[config.mk]
export PLATFORM = sky130hd
export DESIGN_NAME = filt_seq
export DESIGN_NICKNAME = d
export VERILOG_FILES = /design/src/rtl/filt_seq.sv
export SDC_FILE = /design/constraint.sdc
export NUM_CORES = 1
export LEC_CHECK = 0
export ABC_AREA = 1
export BUFFER_PORTS_ARGS = -buffer_cell sky130_fd_sc_hd__buf_2
export CAP_MARGIN = 0
export CORE_MARGIN = 3
export CORE_UTILIZATION = 60
export CTS_BUF_LIST = sky130_fd_sc_hd__clkbuf_16
export DETAILED_ROUTE_END_ITERATION = 10
export PLACE_DENSITY = 0.94
export SETUP_SLACK_MARGIN = 0.15
export SYNTH_ARGS = -nofsm -noshare
export SYNTH_HDL_FRONTEND = slang
export SYNTH_SLANG_ARGS = --single-unit
[constraint.sdc]
create_clock -name clk -period 5.86 [get_ports clk]
set_input_delay 0.293 -clock clk [delete_from_list [all_inputs] [get_ports clk]]
set_output_delay 0.293 -clock clk [all_outputs]
set_load 0.1 [all_outputs]
[src/rtl/filt_seq.sv]
// filt_seq: sequences one upstream sample at a time through a ring-buffer
// write and a filter ap_start/ap_done handshake, then queues the filter
// result in a small first-word-fall-through FIFO for the downstream side.
// Every output is a register; its next value is derived from the next state.
module filt_seq #(
  parameter int DATA_SIZE  = 16,
  parameter int FIFO_DEPTH = 4,
  parameter int TIMEOUT    = 255
) (
  input  logic                 clk,
  input  logic                 rst,
  input  logic                 s_valid,
  input  logic [DATA_SIZE-1:0] s_data,
  output logic                 s_ready,
  output logic                 rbuf_en,
  output logic [DATA_SIZE-1:0] rbuf_di,
  input  logic                 rbuf_done,
  output logic                 filt_start,
  input  logic                 filt_ready,
  input  logic                 filt_done,
  input  logic [DATA_SIZE-1:0] filt_result,
  output logic                 m_valid,
  output logic [DATA_SIZE-1:0] m_data,
  input  logic                 m_ready,
  input  logic                 err_clr,
  output logic                 busy,
  output logic                 timeout_err,
  output logic [15:0]          ovf_cnt
);

  localparam int AW = $clog2(FIFO_DEPTH);
  localparam int CW = $clog2(TIMEOUT + 1);

  typedef enum logic [2:0] {
    ST_IDLE, ST_WRITE, ST_WAIT_RBUF, ST_START, ST_WAIT_DONE
  } state_t;

  state_t               r_state, w_state_n;
  logic [CW-1:0]        r_wcnt, w_wcnt_n;
  logic                 w_accept, w_push, w_pop, w_to, w_wait_exp;

  logic [DATA_SIZE-1:0] r_mem [FIFO_DEPTH];
  logic [AW:0]          r_wptr, r_rptr, w_wptr_n, w_rptr_n, w_cnt_n;
  logic [DATA_SIZE-1:0] w_m_data_n;

  logic                 r_s_ready, r_rbuf_en, r_filt_start, r_m_valid;
  logic                 r_busy, r_timeout_err;
  logic [DATA_SIZE-1:0] r_rbuf_di, r_m_data;
  logic [15:0]          r_ovf_cnt;

  assign s_ready     = r_s_ready;
  assign rbuf_en     = r_rbuf_en;
  assign rbuf_di     = r_rbuf_di;
  assign filt_start  = r_filt_start;
  assign m_valid     = r_m_valid;
  assign m_data      = r_m_data;
  assign busy        = r_busy;
  assign timeout_err = r_timeout_err;
  assign ovf_cnt     = r_ovf_cnt;

  // Wait budget is spent once the counter has seen TIMEOUT cycles in a wait state.
  assign w_wait_exp = (r_wcnt == CW'(TIMEOUT - 1));

  // Next-state logic; the wait counter restarts on every entry into a wait state.
  always_comb begin
    w_state_n = r_state;
    w_wcnt_n  = r_wcnt + 1'b1;
    w_accept  = 1'b0;
    w_push    = 1'b0;
    w_to      = 1'b0;
    case (r_state)
      ST_IDLE: begin
        w_wcnt_n = '0;
        if (s_valid && r_s_ready) begin
          w_accept  = 1'b1;
          w_state_n = ST_WRITE;
        end
      end
      ST_WRITE: begin
        w_wcnt_n  = '0;
        w_state_n = ST_WAIT_RBUF;
      end
      ST_WAIT_RBUF: begin
        if (rbuf_done) begin
          w_wcnt_n  = '0;
          w_state_n = ST_START;
        end else if (w_wait_exp) begin
          w_wcnt_n  = '0;
          w_to      = 1'b1;
          w_state_n = ST_IDLE;
        end
      end
      ST_START: begin
        if (filt_ready && filt_done) begin
          // Filter finished in the same cycle it accepted the start.
          w_wcnt_n  = '0;
          w_push    = 1'b1;
          w_state_n = ST_IDLE;
        end else if (filt_ready) begin
          w_wcnt_n  = '0;
          w_state_n = ST_WAIT_DONE;
        end else if (w_wait_exp) begin
          w_wcnt_n  = '0;
          w_to      = 1'b1;
          w_state_n = ST_IDLE;
        end
      end
      ST_WAIT_DONE: begin
        if (filt_done) begin
          w_wcnt_n  = '0;
          w_push    = 1'b1;
          w_state_n = ST_IDLE;
        end else if (w_wait_exp) begin
          w_wcnt_n  = '0;
          w_to      = 1'b1;
          w_state_n = ST_IDLE;
        end
      end
      default: begin
        w_wcnt_n  = '0;
        w_state_n = ST_IDLE;
      end
    endcase
  end

  // FIFO next pointers and the head word that will be visible next cycle.
  // Admission only happens with a free slot, so a push never meets a full FIFO.
  always_comb begin
    w_pop    = r_m_valid && m_ready;
    w_wptr_n = r_wptr + {{AW{1'b0}}, w_push};
    w_rptr_n = r_rptr + {{AW{1'b0}}, w_pop};
    w_cnt_n  = w_wptr_n - w_rptr_n;
    // If the new head slot is the one being written now, bypass the memory.
    if (w_push && (w_rptr_n[AW-1:0] == r_wptr[AW-1:0]))
      w_m_data_n = filt_result;
    else
      w_m_data_n = r_mem[w_rptr_n[AW-1:0]];
  end

  // Result storage; contents need no reset because the pointers qualify them.
  always_ff @(posedge clk) begin
    if (w_push) r_mem[r_wptr[AW-1:0]] <= filt_result;
  end

  // State, counters, pointers and all registered outputs.
  always_ff @(posedge clk or posedge rst) begin
    if (rst) begin
      r_state       <= ST_IDLE;
      r_wcnt        <= '0;
      r_wptr        <= '0;
      r_rptr        <= '0;
      r_s_ready     <= 1'b0;
      r_rbuf_en     <= 1'b0;
      r_rbuf_di     <= '0;
      r_filt_start  <= 1'b0;
      r_m_valid     <= 1'b0;
      r_m_data      <= '0;
      r_busy        <= 1'b0;
      r_timeout_err <= 1'b0;
      r_ovf_cnt     <= '0;
    end else begin
      r_state      <= w_state_n;
      r_wcnt       <= w_wcnt_n;
      r_wptr       <= w_wptr_n;
      r_rptr       <= w_rptr_n;
      r_s_ready    <= (w_state_n == ST_IDLE) && (w_cnt_n != (AW+1)'(FIFO_DEPTH));
      r_rbuf_en    <= (w_state_n == ST_WRITE);
      r_filt_start <= (w_state_n == ST_START);
      r_busy       <= (w_state_n != ST_IDLE);
      r_m_valid    <= (w_cnt_n != '0);
      r_m_data     <= w_m_data_n;
      if (w_accept) r_rbuf_di <= s_data;
      if (w_to)         r_timeout_err <= 1'b1;
      else if (err_clr) r_timeout_err <= 1'b0;
      if (s_valid && !r_s_ready && (r_ovf_cnt != 16'hFFFF))
        r_ovf_cnt <= r_ovf_cnt + 16'd1;
    end
  end

endmodule

### Word level (Yosys, flattened, before mapping)

Memory sizes are Yosys's and may differ from the RTL's. A register that Yosys moved wholly into a read port is not among the register bits.
Index checks and enable logic that the tools add are counted.

| storage, ports and cells | value |
|---|---|
| flip-flop bits (word level) | 55 |
| memory bits (writable) | 64 |
| input bits | 40 |
| output and inout bits | 54 |
| word-level logic and storage cells | 67 |
| memories kept | 1 |

| cells by class | value |
|---|---|
| $add $sub $neg | 5 |
| eq/ne operators | 9 |
| muxes and demuxes | 28 |
| reductions and logical operators | 12 |

Memories:

| name | words | width | rd ports | clocked after Yosys merged registers in | wr ports | line | text |
|---|---|---|---|---|---|---|---|
| r_mem | 4 | 16 | 1 | 1 | 1 | 42 | `logic [DATA_SIZE-1:0] r_mem [FIFO_DEPTH];` |

Operators by type and width:

| kind | count |
|---|---|
| 8-bit two-way mux | 5 |
| 8-bit one-hot mux with 3 select lines | 1 |
| 3-bit two-way mux | 6 |
| 16-bit by 1-bit adder with 16-bit output (second input constant) | 1 |
| 16-bit inequality test (second input constant) | 1 |
| 3-bit one-hot mux with 5 select lines | 1 |
| 1-bit two-way mux | 13 |
| 3-bit by 2-bit equality test with 1-bit output (second input constant) | 3 |
| 8-bit by 1-bit adder with 8-bit output (second input constant) | 1 |
| 8-bit equality test (second input constant) | 1 |
| 3-bit by 1-bit adder with 3-bit output | 2 |
| 3-bit by 1-bit equality test with 1-bit output (second input constant) | 2 |
| 1-bit logical AND | 6 |
| 3-bit logical NOT | 2 |
| 3-bit nonzero test | 2 |
| 3-bit equality test (second input constant) | 1 |
| 3-bit inequality test (second input constant) | 1 |
| 1-bit one-hot mux with 3 select lines | 1 |
| 3-bit subtractor | 1 |
| 1-bit one-hot mux with 2 select lines | 1 |
| 2-bit nonzero test | 1 |
| 1-bit logical NOT | 1 |

### Depth between registers and ports, before layout

Gate-level depths: netlist of the first run.

| logic depth | value |
|---|---|
| depth in word-level cells | 7 |
| mapped depth | 16 |
| mapped depth without buffers | 16 |

### Worst setup path before layout of the first run

OpenSTA, ideal clock, no wires.

| timing path | value |
|---|---|
| path kind | reg-to-reg |
| from | register r_m_valid (netlist: m_valid) |
| to | register r_s_ready (netlist: s_ready) |
| setup time | 0.117 ns |
| arrival | 2.802 ns |
| required time | 5.743 ns |
| setup slack | 2.942 ns |
| cell stages (with the launch flop) | 17 |
| cells stage by stage | dfrtp_1 nand2_1 inv_1 ha_1 ha_1 clkbuf_1 inv_1 clkbuf_1 ha_1 a21oi_1 inv_1 nand2_1 nand2_1 nand2_1 nand2_1 nor2_1 nor2_1 |

| on the way | value |
|---|---|
| cells in the longest elaborated chain, start to end | 5 |

Ends and longest elaborated chain:

| element | line | text |
|---|---|---|
| start, declared | 46 | `logic r_s_ready, r_rbuf_en, r_filt_start, r_m_valid;` |
| start signal, assigned | 170 | `r_m_valid <= (w_cnt_n != '0);` |
| 1-bit logical AND | 129 | `w_pop = r_m_valid && m_ready;` |
| 3-bit by 1-bit adder with 3-bit output | 131 | `w_rptr_n = r_rptr + {{AW{1'b0}}, w_pop};` |
| net w_rptr_n[1] | 43 | `logic [AW:0] r_wptr, r_rptr, w_wptr_n, w_rptr_n, w_cnt_n;` |
| 3-bit subtractor | 132 | `w_cnt_n = w_wptr_n - w_rptr_n;` |
| 3-bit inequality test | 166 | `r_s_ready <= (w_state_n == ST_IDLE) && (w_cnt_n != (AW+1)'(FIFO_DEPTH));` |
| 1-bit logical AND | 166 |  |
| end signal, assigned | 166 |  |
| end, declared | 46 |  |

The timed path passes the listed nets, and every way through them passes these cells.
A chain may end at the register's enable or synchronous reset.

### Final worst setup path of the first run

| timing path | value |
|---|---|
| from | register r_m_valid (netlist: m_valid) |
| to | register r_m_data[14] (netlist: m_data[14]) (read register of r_mem) |

| on the way | value |
|---|---|
| cells in the longest elaborated chain, start to end | 2 |

Ends and longest elaborated chain:

| element | line | text |
|---|---|---|
| 1-bit logical AND | 129 |  |
| 3-bit by 1-bit adder with 3-bit output | 131 |  |
| net w_rptr_n[0] | 43 |  |
| end, declared | 48 | `logic [DATA_SIZE-1:0] r_rbuf_di, r_m_data;` |

The timed path passes the listed nets, and every way through them passes these cells.

==> reports/results.tsv, run 1 <==
metric	value	unit
CP Cell Sequence	nand2_1 -> inv_1 -> ha_1 -> inv_1 -> o21ai_0 -> o22ai_1 -> nand2_1 -> o21ai_1	
setup violators final	0	
flop2flop setup slack	2.61	ns
Hold Fails Final Rpt	0	
Max-slew headroom	25.2	%
cell with the most instances after synthesis	nand2_1	
Critical Path RT	6.12	ns
largest net degree at the start of global routing	72	
number of core rows	34	
CP endpoint kind	flop	
share of cells above drive strength 1	22.4	%
Top FF cell, synth	dfrtp_1	
final cycle utilization of the critical path	55.4	%
Synth Area per Inst	10.4	sq um
unrepaired setup endpoints after global routing	no	
initial antenna violation count	0	
area delta synth->final	20.3	%
r2r endpoint	m_data[14]$_DFF_PP0_	
# IOs	94	
clock sinks	135	
hold path endpoint	timeout_err$_DFFE_PP0P_	
Final Non-Filler Cells	788	
initial DRC count	252	
crit path kind	flop to flop	
area of the multi-input gates	1730	sq um
setup bufs post-CTS	0	
syn nets	597	
CP top delay family	adder cells	
Final HPWL DP	7900	um
die height	103	um
gr ovfl total	0	
HP Class	primary input to flop	
core area	8980	sq um
first-pass GRT wire length	20000	um
top post-synthesis cells by area	edfxtp_1 (34%), dfrtp_1 (31%), nand2_1 (9.2%)	
die area	10700	sq um
worst-path cell with the longest stage delay	ha_1	
global placer's final weighted congestion	0.800	
outcome	finished with violations	
Reg area	3700	sq um
post-CTS resize count	0	
DR WL/cell	15.9	um
Synth warnings	0	
final WL	12500	um
n_diodes	0	
Worst-Skew Late Latency	0.41	ns
iteration count of the initial detailed-routing pass	8	
Initial Util	63.3	%
synthesized instance count	548	
residual DRC count	2	
WP data arrival	3.50	ns
Post-Route Setup TNS	0	ns
startpoint types	flop	
placed cell area	6290	sq um
post-route ant nets	0	
Max Cap Viol	0	
Bufs on Longest Clock Path	2	
CP peak stage delay	1.02	ns
Die Wd	103	um
f_max	308	MHz
failing checks	design-rule violations	
largest area contributor in the netlist	edfxtp_1	
vias per cell	5.49	
GRT Resource Usage Total	24.7	%
CP max FO	36	
Root Buffer	clkbuf_16	
TritonCTS buffer count	17	
vias in the first global route	4247	
Crit path buffers/inverters	2	
worst slew pin tran	1.12	ns
total number of vias	4325	
flops & latches, synth	135	
Reg-to-Reg Start	m_valid$_DFF_PP0_	
top-area cell type share of the netlist area	33.8	%
reg2reg path depth	8	
hold slack	0.0713	ns
Filler cells	570	
H-tree depth	4	
Worst Min Path Start	err_clr	
input/output buffers	93	
CTS clock-pin slew for the worst setup and hold paths	0.06	ns
layout net count	698	
Yosys cell types	29	
top cells by count, synth	nand2_1 (139), dfrtp_1 (71), edfxtp_1 (64), nor2_1 (62)	
clock skew	0.00860	ns
placed insts	756	
crit path from	m_valid$_DFF_PP0_	
Post-Syn Area	5680	sq um
Hold Crit Depth	2	
Post-synth EDFFs	64	
max-slew violation count	0	
register area share after synthesis	65.1	%
CTS tree	built	
ys async rst share	52.6	%
hold buffer count at CTS	0	
Final Cell Area	6830	sq um
crit path time final	3.25	ns
state kept, by name, summed over array words and instances (netlist names):
signal and cells:
r_mem 64, m_valid 1, timeout_err 1, r_wptr 3, m_data 16, s_ready 1, r_wcnt 8, r_state 3
rbuf_di 16, filt_start 1, busy 1, ovf_cnt 16, r_rptr 3, rbuf_en 1
worst reg2reg max path, cell delays in order (launching register included):
cell and delay [ns]:
dfrtp_1 0.37, nand2_1 0.06, inv_1 0.04, ha_1 1.02, inv_1 0.79, o21ai_0 0.47
o22ai_1 0.12, nand2_1 0.12, o21ai_1 0.12
cells by family (layout without fill, tap and decap cells):
family	Yosys count	in the layout	share of synthesized area (%)
adder cells (fa/ha/maj)	9	9	1.98
AO/OA/AOI/OAI	79	79	7.56
XOR/XNOR	21	21	3.24
AND/OR/NAND/NOR	238	238	17.4
flip-flops	135	135	65.1
buffers and inverters	66	180	4.71
metrics by stage:
stage               setup slack (ns)  utilization, %
floorplan                       2.94               -
global placement                2.91            70.0
detailed placement              2.70            70.0
CTS                             2.72            76.1
global route                    2.36            76.1
finish                          2.61            76.1
layout by cell type (no fill, tap or decap):
cell / n
nor3_2: 4
clkinv_2: 2
nor2_2: 2
nand2_1: 139
nor3_4: 1
inv_6: 5
nand3_1: 15
xor2_1: 10
clkbuf_16: 17
ha_1: 9
nor3_1: 3
nand2_2: 1
o21ai_0: 48
a21oi_1: 4
nor3b_1: 2
inv_2: 1
edfxtp_1: 64
inv_1: 47
dfrtp_1: 71
o21ai_1: 7
nand2_4: 1
inv_4: 1
nand3b_1: 1
nor2_1: 62
nand4_1: 4
buf_4: 6
nand3_2: 3
o22ai_1: 16
buf_2: 93
xnor2_1: 11
o21ai_2: 3
o211ai_1: 1
clkinv_4: 4
clkinvlp_4: 4
layer usage:
| metal | wire length (um) | part of all wire, % | up-vias | track usage, % |
|---|---|---|---|---|
| met5 | 0 | 0 | - | 0 |
| met4 | 284 | 2.3 | 0 | 10.1 |
| met3 | 859 | 6.9 | 34 | 5.16 |
| met2 | 6550 | 52 | 221 | 42.7 |
| met1 | 4830 | 39 | 2055 | 30.3 |
| li1 | - | - | 2015 | - |
worst max-delay path by stage:
stage / cells past startpoint / to
CTS: 8 / m_data[14]$_DFF_PP0_
detailed placement: 9 / m_data[4]$_DFF_PP0_
global route: 8 / m_data[14]$_DFF_PP0_
global placement: 15 / s_ready$_DFF_PP0_
floorplan: 16 / s_ready$_DFF_PP0_
finish: 8 / m_data[14]$_DFF_PP0_
cell type report:
class / count / share of cell area, %
clock buffer: 17 / 6.23
clock inverter: 15 / 1.74
sequential: 135 / 54.1
timing repair buffer: 99 / 7.47
tap: 126 / 2.31
multi-input combinational: 347 / 25.4
inverter: 49 / 2.73
Power of run 1 is left out: the tool's default activity adds up to more than one toggle a clock period on the data nets, which glitch-free logic cannot reach.
==> run 2: changes to the inputs <==
--- a/config.mk
+++ b/config.mk
@@ -9,10 +9,10 @@
 export BUFFER_PORTS_ARGS = -buffer_cell sky130_fd_sc_hd__buf_2
 export CAP_MARGIN = 0
 export CORE_MARGIN = 3
-export CORE_UTILIZATION = 60
+export CORE_UTILIZATION = 56
 export CTS_BUF_LIST = sky130_fd_sc_hd__clkbuf_16
 export DETAILED_ROUTE_END_ITERATION = 10
-export PLACE_DENSITY = 0.94
+export PLACE_DENSITY = 0.89
 export SETUP_SLACK_MARGIN = 0.15
 export SYNTH_ARGS = -nofsm -noshare
 export SYNTH_HDL_FRONTEND = slang
==> constraint.sdc (replaced) <==
create_clock -name clk -period 3.2 [get_ports clk]
set_input_delay 0.16 -clock clk [delete_from_list [all_inputs] [get_ports clk]]
set_output_delay 0.16 -clock clk [all_outputs]
set_load 0.1 [all_outputs]
==> run 2 against run 1 <==
The flow now finishes without violations. Clock-buffer cell count unchanged. Fmax increased by 20%. Die area increased by 6.7%. Clock skew increased by 0.0058 ns. Critical path depth increased by 6. First-iteration DRC count increased by 9.1%. Non-clock buffer count increased by 38. Highest routed layer unchanged.
==> reports/results.tsv, run 2 (synthesis results as in run 1) <==
metric	value	unit
outcome	finished clean	
post-route ant nets	0	
max reg flops	64	
crit path from	r_state[0]$_DFF_PP0_	
CTS tree	built	
commonest non-fill, non-tap cell in the layout	nand2_1	
Post-Route Setup TNS	0	ns
worst-path cell with the longest stage delay	dfrtp_1	
gr ovfl total	0	
final total power	0.00844	W
final setup margin	0.503	ns
WP data arrival	3.01	ns
Bufs on Longest Clock Path	2	
Initial Util	57.8	%
placed insts	766	
Worst Min Path Start	filt_ready	
f_max	371	MHz
Reg area	3700	sq um
Place WS	0.610	ns
core area	9820	sq um
initial DRC count	275	
CP endpoint kind	flop	
final core utilization	74.2	%
GRT Resource Usage Total	25.7	%
setup bufs post-CTS	0	
HP Class	primary input to flop	
startpoint types	flop	
clock skew	0.0144	ns
global placer's final weighted congestion	0.907	
TritonCTS buffer count	17	
layout net count	736	
pwr/cell area	1160	nW/um^2
share of cells above drive strength 1	21.6	%
setup violators final	0	
worst slew pin tran	0.951	ns
H-tree depth	4	
Critical Path RT	3.51	ns
crit path time final	2.70	ns
residual DRC count	0	
VDD IR-drop max	828	uV
Max-slew headroom	36.6	%
crit path kind	flop to flop	
clock sinks	135	
unrepaired setup endpoints after global routing	no	
iteration count of the initial detailed-routing pass	5	
CP Cell Sequence	nor2_1 -> nand2_1 -> o21ai_2 -> ha_1 -> ha_1 -> ha_1 -> a21oi_1 -> inv_1 -> nand2_1 -> nand2_1 -> nand2_1 -> nand2_1 -> nor2_1 -> nor2_1	
first-pass GRT wire length	22200	um
total number of vias	4512	
area of the multi-input gates	1730	sq um
Worst-Skew Late Latency	0.43	ns
max-slew violation count	0	
die area	11400	sq um
vias per cell	5.42	
Root Buffer	clkbuf_16	
CTS clock-pin slew for the worst setup and hold paths	0.07	ns
input/output buffers	93	
final WL	14000	um
CP max FO	5	
Reg-to-Reg Start	r_state[0]$_DFF_PP0_	
leakage power	3.34	nW
die height	107	um
Filler cells	644	
Hold Fails Final Rpt	0	
DR WL/cell	16.8	um
most frequent CP cell	nand2_1	
Final HPWL DP	8000	um
n_diodes	0	
Final Non-Filler Cells	833	
number of core rows	36	
# IOs	94	
initial antenna violation count	0	
largest net degree at the start of global routing	40	
CP peak stage delay	0.43	ns
vias in the first global route	4601	
Max Cap Viol	0	
area delta synth->final	28.3	%
Die Wd	107	um
most frequent cells in the layout	nand2_1 (139), buf_2 (93), dfrtp_1 (71), edfxtp_1 (64), nor2_1 (62)	
final cycle utilization of the critical path	84.3	%
-- run 2: changes by cell type in the layout (fill, tap and decap cells not counted), sizes merged --
cell         change
inv              +6
dlygate4sd3     +35
clkinvlp         -4
buf              +3
clkinv           -4
bufinv           +2
-- run 2: layer usage --
| metal | track usage (%) | vias to the layer above | wire length (um) |
|---|---|---|---|
| met5 | 0 | - | 0 |
| met4 | 12.2 | 0 | 405 |
| met3 | 7.04 | 40 | 911 |
| met2 | 46.0 | 191 | 7490 |
| met1 | 28.3 | 2183 | 5180 |
| li1 | - | 2098 | - |
-- run 2: where the power goes --
part	total (W)	internal, W	switching, W
sequential	0.00241	0.00217	0.000238
clock	0.00206	0.00120	0.000859
combinational	0.00397	0.000788	0.00318
-- run 2: worst paths after layout --
path	endpoint	slack (ns)	depth (start not counted)
setup / recovery	s_ready$_DFF_PP0_	0.50	14
hold reg to reg	rbuf_di[9]$_DFFE_PP0P_	0.47	2
setup reg to reg	s_ready$_DFF_PP0_	0.50	14
min in group asynchronous	ovf_cnt[8]$_DFFE_PP0P_	0.46	3
max in group asynchronous	r_wptr[1]$_DFF_PP0_	1.94	4
hold / removal	r_state[2]$_DFF_PP0_	0.12	3
-- run 2: stage by stage --
step	hold WS [ns]	area, sq um
2_1_floorplan	0.259	5680
3_3_place_gp	0.354	6320
3_5_place_dp	0.361	6320
4_1_cts	0.0930	7290
5_1_grt	0.130	7290
6_report	0.123	7290
-- run 2: area by class of cell --
type / count / share of cell area, %
tap: 133 / 2.28
sequential: 135 / 50.7
clock inverter: 15 / 2.69
timing repair buffer: 137 / 12.1
multi-input combinational: 347 / 23.8
inverter: 49 / 2.56
clock buffer: 17 / 5.83
-- run 2: critical path: cells and delay by family, from the launching register on --
kind	cells	cell delay, ns
AOI/OAI and AO/OA	2	0.45
adders and majority gates	3	0.82
buffers and inverters	1	0.06
DFF	1	0.43
and+or+nand+nor	8	0.82
-- run 2: timing repair --
item                      CTS  global route
resized for setup           0             0
hold endpoints to repair  120             0
hold buffers               35             0
(Power assumes the default switching activity.)
